File: src/rtl/board_input_pkg.sv
// board_input_pkg: register offsets, input counts and event bit indices shared by board_input_port
package board_input_pkg;
  localparam int NUM_SW = 10;
  localparam int NUM_KEY = 4;
  localparam int NUM_IN = NUM_SW + NUM_KEY;
  localparam logic [3:0] OFF_SW = 4'h0;
  localparam logic [3:0] OFF_KEY = 4'h4;
  localparam logic [3:0] OFF_EVENT = 4'h8;
  localparam logic [3:0] OFF_CTRL = 4'hC;
  localparam int EV_KEY0 = 0;
  localparam int EV_SW0 = NUM_KEY;
endpackage

File: src/rtl/board_input_debounce.sv
// board_input_debounce: one-bit synchronizer, debounce counter and stable flop with combinational change pulse (clk, rst, din -> stable, change)
module board_input_debounce #(
  parameter int DEBOUNCE_CYCLES = 50000,
  parameter int SYNC_STAGES = 2
) (
  input  logic clk,
  input  logic rst,
  input  logic din,
  output logic stable,
  output logic change
);
  localparam int CW = $clog2(DEBOUNCE_CYCLES);
  logic [SYNC_STAGES-1:0] sync;
  logic [CW-1:0] count;
  logic synced;
  assign synced = sync[SYNC_STAGES-1];
  assign change = (synced != stable) && (count == CW'(DEBOUNCE_CYCLES - 1));
  always_ff @(posedge clk) begin
    if (rst) begin
      sync <= '0;
      stable <= 1'b0;
      count <= '0;
    end else begin
      sync <= {sync[SYNC_STAGES-2:0], din};
      stable <= change ? synced : stable;
      count <= (synced == stable || change) ? '0 : count + 1'b1;
    end
  end
endmodule

File: src/rtl/board_input_port.sv
// board_input_port: debounced SW/KEY input peripheral with SW/KEY/EVENT(W1C)/CTRL word registers; oIrq exists only with BOARD_INPUT_IRQ_EN
module board_input_port
  import board_input_pkg::*;
#(
  parameter logic [31:0] BASE_ADDR = 32'hFF20_0000,
  parameter int DEBOUNCE_CYCLES = 50000,
  parameter int SYNC_STAGES = 2
) (
  input  logic        clockCPU,
  input  logic        reset,
  input  logic [9:0]  iSW,
  input  logic [3:0]  iKEY,
  input  logic [31:0] iAddress,
  input  logic        iReadEnable,
  input  logic        iWriteEnable,
  input  logic [31:0] iWriteData,
  output logic [31:0] oReadData
`ifdef BOARD_INPUT_IRQ_EN
  ,
  output logic        oIrq
`endif
);
  logic [NUM_IN-1:0] raw, stable, change, ev, w1c, flags, mask;
  logic hit;
  logic [31:0] rd;
  logic unused_wdata;
  assign raw = {iSW, ~iKEY};
  assign unused_wdata = ^iWriteData[31:NUM_IN];
  for (genvar i = 0; i < NUM_IN; i++) begin : g_db
    board_input_debounce #(
      .DEBOUNCE_CYCLES(DEBOUNCE_CYCLES),
      .SYNC_STAGES(SYNC_STAGES)
    ) u_db (
      .clk(clockCPU),
      .rst(reset),
      .din(raw[i]),
      .stable(stable[i]),
      .change(change[i])
    );
  end
  always_comb begin
    hit = (iAddress[31:4] == BASE_ADDR[31:4]) && (iAddress[1:0] == 2'b00);
    ev = {change[NUM_IN-1:EV_SW0], change[EV_SW0-1:EV_KEY0] & ~stable[EV_SW0-1:EV_KEY0]};
    w1c = (iWriteEnable && hit && iAddress[3:0] == OFF_EVENT) ? iWriteData[NUM_IN-1:0] : '0;
    rd = (iAddress[3:0] == OFF_SW) ? 32'(stable[NUM_IN-1:EV_SW0]) :
         (iAddress[3:0] == OFF_KEY) ? 32'(stable[EV_SW0-1:EV_KEY0]) :
         (iAddress[3:0] == OFF_EVENT) ? 32'(flags) : 32'(mask);
  end
  always_ff @(posedge clockCPU) begin
    if (reset) begin
      flags <= '0;
      mask <= '0;
      oReadData <= '0;
    end else begin
      flags <= (flags & ~w1c) | ev;
      mask <= (iWriteEnable && hit && iAddress[3:0] == OFF_CTRL) ? iWriteData[NUM_IN-1:0] : mask;
      oReadData <= (iReadEnable && hit) ? rd : '0;
    end
  end
`ifdef BOARD_INPUT_IRQ_EN
  always_ff @(posedge clockCPU) oIrq <= reset ? 1'b0 : |(flags & mask);
`endif
endmodule
File: config.mk
export PLATFORM = sky130hd
export DESIGN_NAME = board_input_port
export DESIGN_NICKNAME = d
export VERILOG_FILES = /design/src/rtl/board_input_pkg.sv /design/src/rtl/board_input_debounce.sv /design/src/rtl/board_input_port.sv
export SDC_FILE = /design/constraint.sdc
export NUM_CORES = 1
export LEC_CHECK = 0
export ABC_CLOCK_PERIOD_IN_PS = 6330
export CAP_MARGIN = 20
export CORE_MARGIN = 1
export CORE_UTILIZATION = 52
export CTS_CLUSTER_SIZE = 25
export DETAILED_ROUTE_END_ITERATION = 6
export GPL_TIMING_DRIVEN = 1
export PLACE_DENSITY = 0.73
export SETUP_SLACK_MARGIN = 0.15
export SYNTH_ARGS = -nofsm -noshare
export SYNTH_HDL_FRONTEND = slang
export SYNTH_SLANG_ARGS = --single-unit
File: constraint.sdc
create_clock -name clockCPU -period 6.33 [get_ports clockCPU]
set_input_delay 0.9495 -clock clockCPU [delete_from_list [all_inputs] [get_ports clockCPU]]
set_output_delay 0.9495 -clock clockCPU [all_outputs]
set_load 0.05 [all_outputs]
==> impl_results.md, run 1 <==
- Syn Area/Cell: between 8 and 9 µm²
- First-pass GRT wire length: 45600 µm
- Clk_lat worst skew: 0.51 ns
- Total power: 4.04 mW
- Syn Inst Count: 1512
- Area post-placement: 14300 µm²
- Final Net Count: 1666
- RD Place Congestion: roughly 0.85
- IO Port Bufs: 77
- Die width: approximately 160 µm
- Max Clk Rate: roughly 320 MHz
- Hold Crit Class: reg2reg
- Final Hold Fails: 0
- Die area: 26500 µm²
- Post-synth EDFFs: 0
- H-tree depth: 2
- Critical Path Source Type: primary input
- Mapped cell area: 13400 µm²
- Row cnt: 58
- Fin area: 15500 µm²
- 1st-pass router iterations: 5
- Max-slew violation count: 0
- Worst Path Arrival: 3.50 ns
- CP max-delay cell: nor4_1
- Commonest non-fill, non-tap cells in the layout: 308 x dfxtp_1, 238 x nor2_1, 111 x xnor2_1
- Drt drc: 0
- Register area share after synthesis: 45.9%
- Nature of the critical path endpoint: flop
- Antenna diodes: 0
- CP Max Fanout: 18
- Wirelength per Cell: 14.3 µm
- Hold Slack: 0.433 ns
- Layout Skew: between 0.009 and 0.01 ns
- Die Y: approximately 160 µm
- Post-CTS Setup Bufs: 0
- Final HPWL DP: 18500 µm
- FF-to-FF setup slack: around 4.1 ns
- Starting Density: 53.2%
- Setup tns final: 0 ns
- Final Cycle Share: 49.1%
- Max clock buf depth: 3
- Pwr dens: 262 nW/µm²
- CTS clk-pin slew, worst paths: 0.06 ns
- Crit path time final: slightly above 3 ns
- Drt total wl: 27500 µm
- Grt ovf: 0
- Num CTS Buffers: 34
- Library cells used by synthesis: 58
- Dominant synthesized flop cell: dfxtp_1
- CTS Sinks: slightly above 300
- Critical path class: in2reg
- Post-CTS Hold Fix Bufs: 0
- Initial DRC count: 884
- CTS root buffer: clkbuf_16
- Slew at the pin with the worst max-slew slack: between 1 and 1.5 ns
- Peak supply drop: between 200 and 250 µV
- Antenna violations before repair: 2
- Static leakage: around 4.8 nW
- Layout area overhead: 15.1%
- Slew headroom: 31.2%
- Vias per std cell: 5.52
- Share of cells above drive strength 1: 5.34%
- # IOs: 114
- CTS tree: built
- Max cap viols: 0
- Post-synth ARST share: 0%
- CTS resizes: 0
- Total vias in the final route: 10600
- Unrepaired setup endpoints after global routing: false
- Number of global-route vias before repair: 9818
- Warnings from Yosys: 0
- Req. time, crit path: 6.72 ns
- Overall routing resource usage: 20.7%
- Crit path max-delay family: simple AND/OR/NAND/NOR gates
- Commonest non-fill, non-tap cell in the layout: dfxtp_1
- Worst path bufs/invs: 2
- Routed Antenna Nets: 0
- Status: complete, no violations
- Core area: 25300 µm²
- Crit-path max cell delay: 0.80 ns
- Worst path cell trace: clkdlybuf4s50_1 > nor4_1 > nand4_1 > buf_8 > o31ai_1 > a21oi_1
- Final setup fails: 0
- Yosys reg bits: a little over 300
- Largest net degree at the start of global routing: 65
worst paths after layout:
check / depth (start not counted) / from / endpoint
hold reg to reg: 1 / g_db[2].u_db.sync[0] / g_db[2].u_db.sync[1]
hold / removal: 1 / g_db[2].u_db.sync[0] / g_db[2].u_db.sync[1]
setup / recovery: 6 / iAddress[9] / flags[7]
setup reg to reg: 5 / g_db[3].u_db.count[0] / g_db[3].u_db.count[3]
metal layers:
layer | vias to the layer above | share of wire, % | routed length (µm) | global-route usage, %
met3 | 48 | 5.5 | 1520 | 4.28
li1 | 5379 | - | - | -
met2 | 233 | 46 | 12700 | 34.2
met4 | 2 | 2.4 | 658 | 7.09
met5 | - | 0.047 | 13 | 0
met1 | 4959 | 46 | 12600 | 26.9
power breakdown:
group          internal, mW  total (mW)  switching (mW)
logic                0.0487       0.121          0.0719
clock network          1.20        1.97           0.764
registers              1.95        1.96         0.00599
total                  3.20        4.04           0.841
cells by family (layout without fill, tap and decap cells):
| group | Yosys count | in the layout | share of synthesized area, % |
|---|---|---|---|
| compound gates | 138 | 138 | 6.37 |
| xor+xnor | 181 | 181 | 11.8 |
| fa+ha+maj | 14 | 14 | 1.30 |
| buf+inv | 120 | 184 | 4.16 |
| flops | 308 | 308 | 45.9 |
| mux | 18 | 18 | 1.34 |
| other cells | 1 | 18 | 0.0279 |
| simple gates | 732 | 732 | 29.1 |
flip-flops by register name (all words and copies together) (netlist names):
name,flops
mask,14
g_db.u_db.stable,14
g_db.u_db.sync,28
oReadData,14
g_db.u_db.count,224
flags,14
worst reg2reg max path: stages (launching register included):
cell and delay, ns:
dfxtp_1 0.36, ha_1 0.20, nand3_1 0.26, nor4_1 0.59, or3_1 0.54, nor2_1 0.12
cell usage after synthesis (18+ instances only):
| library cell | n | area share (%) |
|---|---|---|
| xnor2_1 | 111 | 7.2 |
| inv_1 | 42 | 1.2 |
| nor3_1 | 34 | 1.3 |
| mux2i_1 | 18 | 1.3 |
| buf_4 | 19 | 1.1 |
| o31ai_1 | 28 | 1.6 |
| clkbuf_1 | 42 | 1.2 |
| and4_1 | 25 | 1.6 |
| xor2_1 | 70 | 4.6 |
| o21ai_0 | 25 | 0.93 |
| nor4_1 | 39 | 1.8 |
| nor2b_1 | 26 | 1.2 |
| or3_1 | 39 | 1.8 |
| nor2_1 | 238 | 6.6 |
| dfxtp_1 | 308 | 46 |
| and3_1 | 22 | 1.0 |
| nand2_1 | 78 | 2.2 |
| a21oi_1 | 63 | 2.3 |
| nand3_1 | 72 | 2.7 |
| nand4_1 | 80 | 3.7 |
stage by stage:
| stage | setup slack (ns) | std cells | util (%) |
|---|---|---|---|
| detailed placement | 2.79 | 1863 | 56.7 |
| floorplan | 3.66 | 1529 | - |
| global route | 3.19 | 1923 | 61.2 |
| finish | 3.22 | 1923 | 61.2 |
| global placement | 2.23 | 1861 | 56.7 |
| CTS | 3.29 | 1922 | 61.2 |
cell type report:
cell class                      instances  area [µm²]
Clock buffer                           52        1030
Clock inverter                          7        90.1
Sequential cell                       308        6170
Fill cell                            2121        9790
Timing Repair Buffer                   83         821
Inverter                               42         158
Multi-Input combinational cell       1101        6780
Tap cell                              330         413
No activity file was read; power rests on OpenSTA's default activity.
==> inputs of run 2 (changes only) <==
--- a/config.mk
+++ b/config.mk
@@ -5,7 +5,7 @@
 export SDC_FILE = /design/constraint.sdc
 export NUM_CORES = 1
 export LEC_CHECK = 0
-export ABC_CLOCK_PERIOD_IN_PS = 6330
+export ABC_CLOCK_PERIOD_IN_PS = 3150
 export CAP_MARGIN = 20
 export CORE_MARGIN = 1
 export CORE_UTILIZATION = 52
==> constraint.sdc (replaced) <==
create_clock -name clockCPU -period 3.15 [get_ports clockCPU]
set_input_delay 0.4725 -clock clockCPU [delete_from_list [all_inputs] [get_ports clockCPU]]
set_output_delay 0.4725 -clock clockCPU [all_outputs]
set_load 0.05 [all_outputs]
==> run 2 against run 1 <==
  * Wire length fell by 0.36%
  * Die area is the same
  * Via count shrank 0.24%
  * Critical path type unchanged
  * Core utilization about the same
  * Register-to-register slack got worse by 3.2 ns
  * Largest power group is now registers
  * Clock-buffer cell count up 1
  * Final cell count rose by 0.36%
  * Design area is essentially flat
==> impl_results.md, run 2 (same netlist as run 1, synthesis figures left out) <==
- Max FFs per register: 224
- Pint: between 6 and 7 mW
- Vias per std cell: roughly 5.5
- Drt total wl: ~27000 µm
- Unrepaired setup endpoints after global routing: false
- Die area: 26500 µm²
- Die Y: between 150 and 200 µm
- Inst Count DP: 1873
- Clock power frac: 47.1%
- Nature of the critical path endpoint: flop
- Max-slew violation count: 0
- Worst Path Arrival: 2.56 ns
- CTS clk-pin slew, worst paths: ~0.05 ns
- CTS Sinks: 308
- Total power: slightly below 8 mW
- Status: complete, no violations
- # IOs: 114
- Critical Path Source Type: primary input
- Slew headroom: 43.1%
- First-pass GRT wire length: 46300 µm
- Final Hold Fails: 0
- Grt ovf: 0
- Layout area overhead: 15.1%
- Peak supply drop: 500 µV
- Crit path time final: 2.19 ns
- Initial DRC count: 729
- Combinational power share: about 3.2%
- Number of global-route vias before repair: just under 10000
- Starting Density: a little over half
- Pwr dens: 511 nW/µm²
- Commonest non-fill, non-tap cells in the layout: 308 x dfxtp_1, 238 x nor2_1, 111 x xnor2_1
- Post-CTS Hold Fix Bufs: 0
- Total vias in the final route: 10600
- Largest regs: g_db.u_db.count x224, g_db.u_db.sync x28
- Antenna violations before repair: 2
- Max cap viols: 0
- Final Cycle Share: between 60% and 70%
- Post-CTS Setup Bufs: 0
- Wirelength per Cell: 14.2 µm
- Largest net degree at the start of global routing: between 40 and 50
- Critical path class: in2reg
- Max clock buf depth: 3
- Layout Cells excl Fill: 1930
- Num CTS Buffers: 34
- Final HPWL DP: around 19000 µm
- Setup tns final: 0 ns
- Req. time, crit path: 3.52 ns
- RD Place Congestion: ~0.86
- Commonest non-fill, non-tap cell in the layout: dfxtp_1
- CTS resizes: 0
- Final Net Count: roughly 1700
- Hold Crit Class: in2reg
- CTS tree: built
- Static leakage: 4.82 nW
- Net Sw Frac: 20.7%
- Core area: ~25000 µm²
- FILL cells: ~2200
- IO Port Bufs: 77
- 1st-pass router iterations: 5
- Layout Skew: 0.0186 ns
- Reg with most FFs: g_db.u_db.count
- Net Sw Power: 1.64 mW
- Reg power frac: between 40% and 50%
- Max Clk Rate: 457 MHz
- Row cnt: 58
- Final setup fails: 0
- Fin area: 15500 µm²
- Clk_lat worst skew: 0.51 ns
- CP Max Fanout: 24
- Drt drc: 0
- Slew at the pin with the worst max-slew slack: 0.853 ns
- Die width: around 160 µm
- CTS root buffer: clkbuf_16
- Overall routing resource usage: 21.0%
- Routed Antenna Nets: 0
- Share of cells above drive strength 1: under 10%
- Area post-placement: 14400 µm²
- H-tree depth: 2
==> run 2: cell types whose count changed in the layout (fill, tap and decap cells not counted), sizes merged <==
cell	change
buf	+9
bufinv	-2
clkbuf	+1
inv	+1
clkinvlp	-2
clkinv	-1
diode	+1
==> run 2: stage by stage <==
step                worst slack (ns)  hold WS (ns)  util, %
global placement               0.516         0.420     57.1
floorplan                      0.959         0.413        -
CTS                            0.926         0.321     61.2
finish                         0.963         0.330     61.2
global route                   0.723         0.334     61.2
detailed placement             0.494         0.423     57.1
==> run 2: layout make-up <==
type / instances / area, µm² / area share [%]
Multi-Input combinational cell: 1101 / 6780 / 43.8
Timing Repair Buffer: 92 / 893 / 5.78
Clock inverter: 3 / 18.8 / 0.121
Inverter: 42 / 158 / 1.02
Antenna cell: 1 / 2.50 / 0.0162
Clock buffer: 53 / 1030 / 6.68
Tap cell: 330 / 413 / 2.67
Sequential cell: 308 / 6170 / 39.9
==> run 2: path summary, 6_finish.rpt <==
check                                           start               endpoint  slack [ns]  cells past startpoint
worst max-delay path                      iAddress[5]               flags[9]        0.96                      5
worst min-delay path                            reset   g_db[11].u_db.stable        0.33                      2
worst max register to register  g_db[3].u_db.count[0]  g_db[3].u_db.count[2]        0.96                      5
worst min register to register  g_db[10].u_db.sync[0]  g_db[10].u_db.sync[1]        0.43                      1
==> run 2: metal layers <==
layer  up-vias  GRT usage (%)  share of wire [%]
met4         2           6.58                2.5
met3        52           4.38                4.9
li1       5417              -                  -
met2       208           34.2                 46
met1      4916           27.7                 46
met5         -              0              0.062
==> run 2: power by group through the flow <==
stage / Combinational, mW / Sequential (mW) / Clock, mW
CTS: 0.250 / 3.93 / 3.80
detailed placement: 0.248 / 4.02 / 0
global placement: 0.246 / 4.01 / 0
finish: 0.249 / 3.93 / 3.72
floorplan: 0.150 / 4.01 / 0
global route: 0.267 / 3.93 / 3.97
==> run 2: worst max-delay path, cell delays in order <==
cell and delay [ns]:
clkdlybuf4s50_1 0.40, or4_4 0.56, or4_4 0.68, o31ai_2 0.33
a21oi_1 0.11
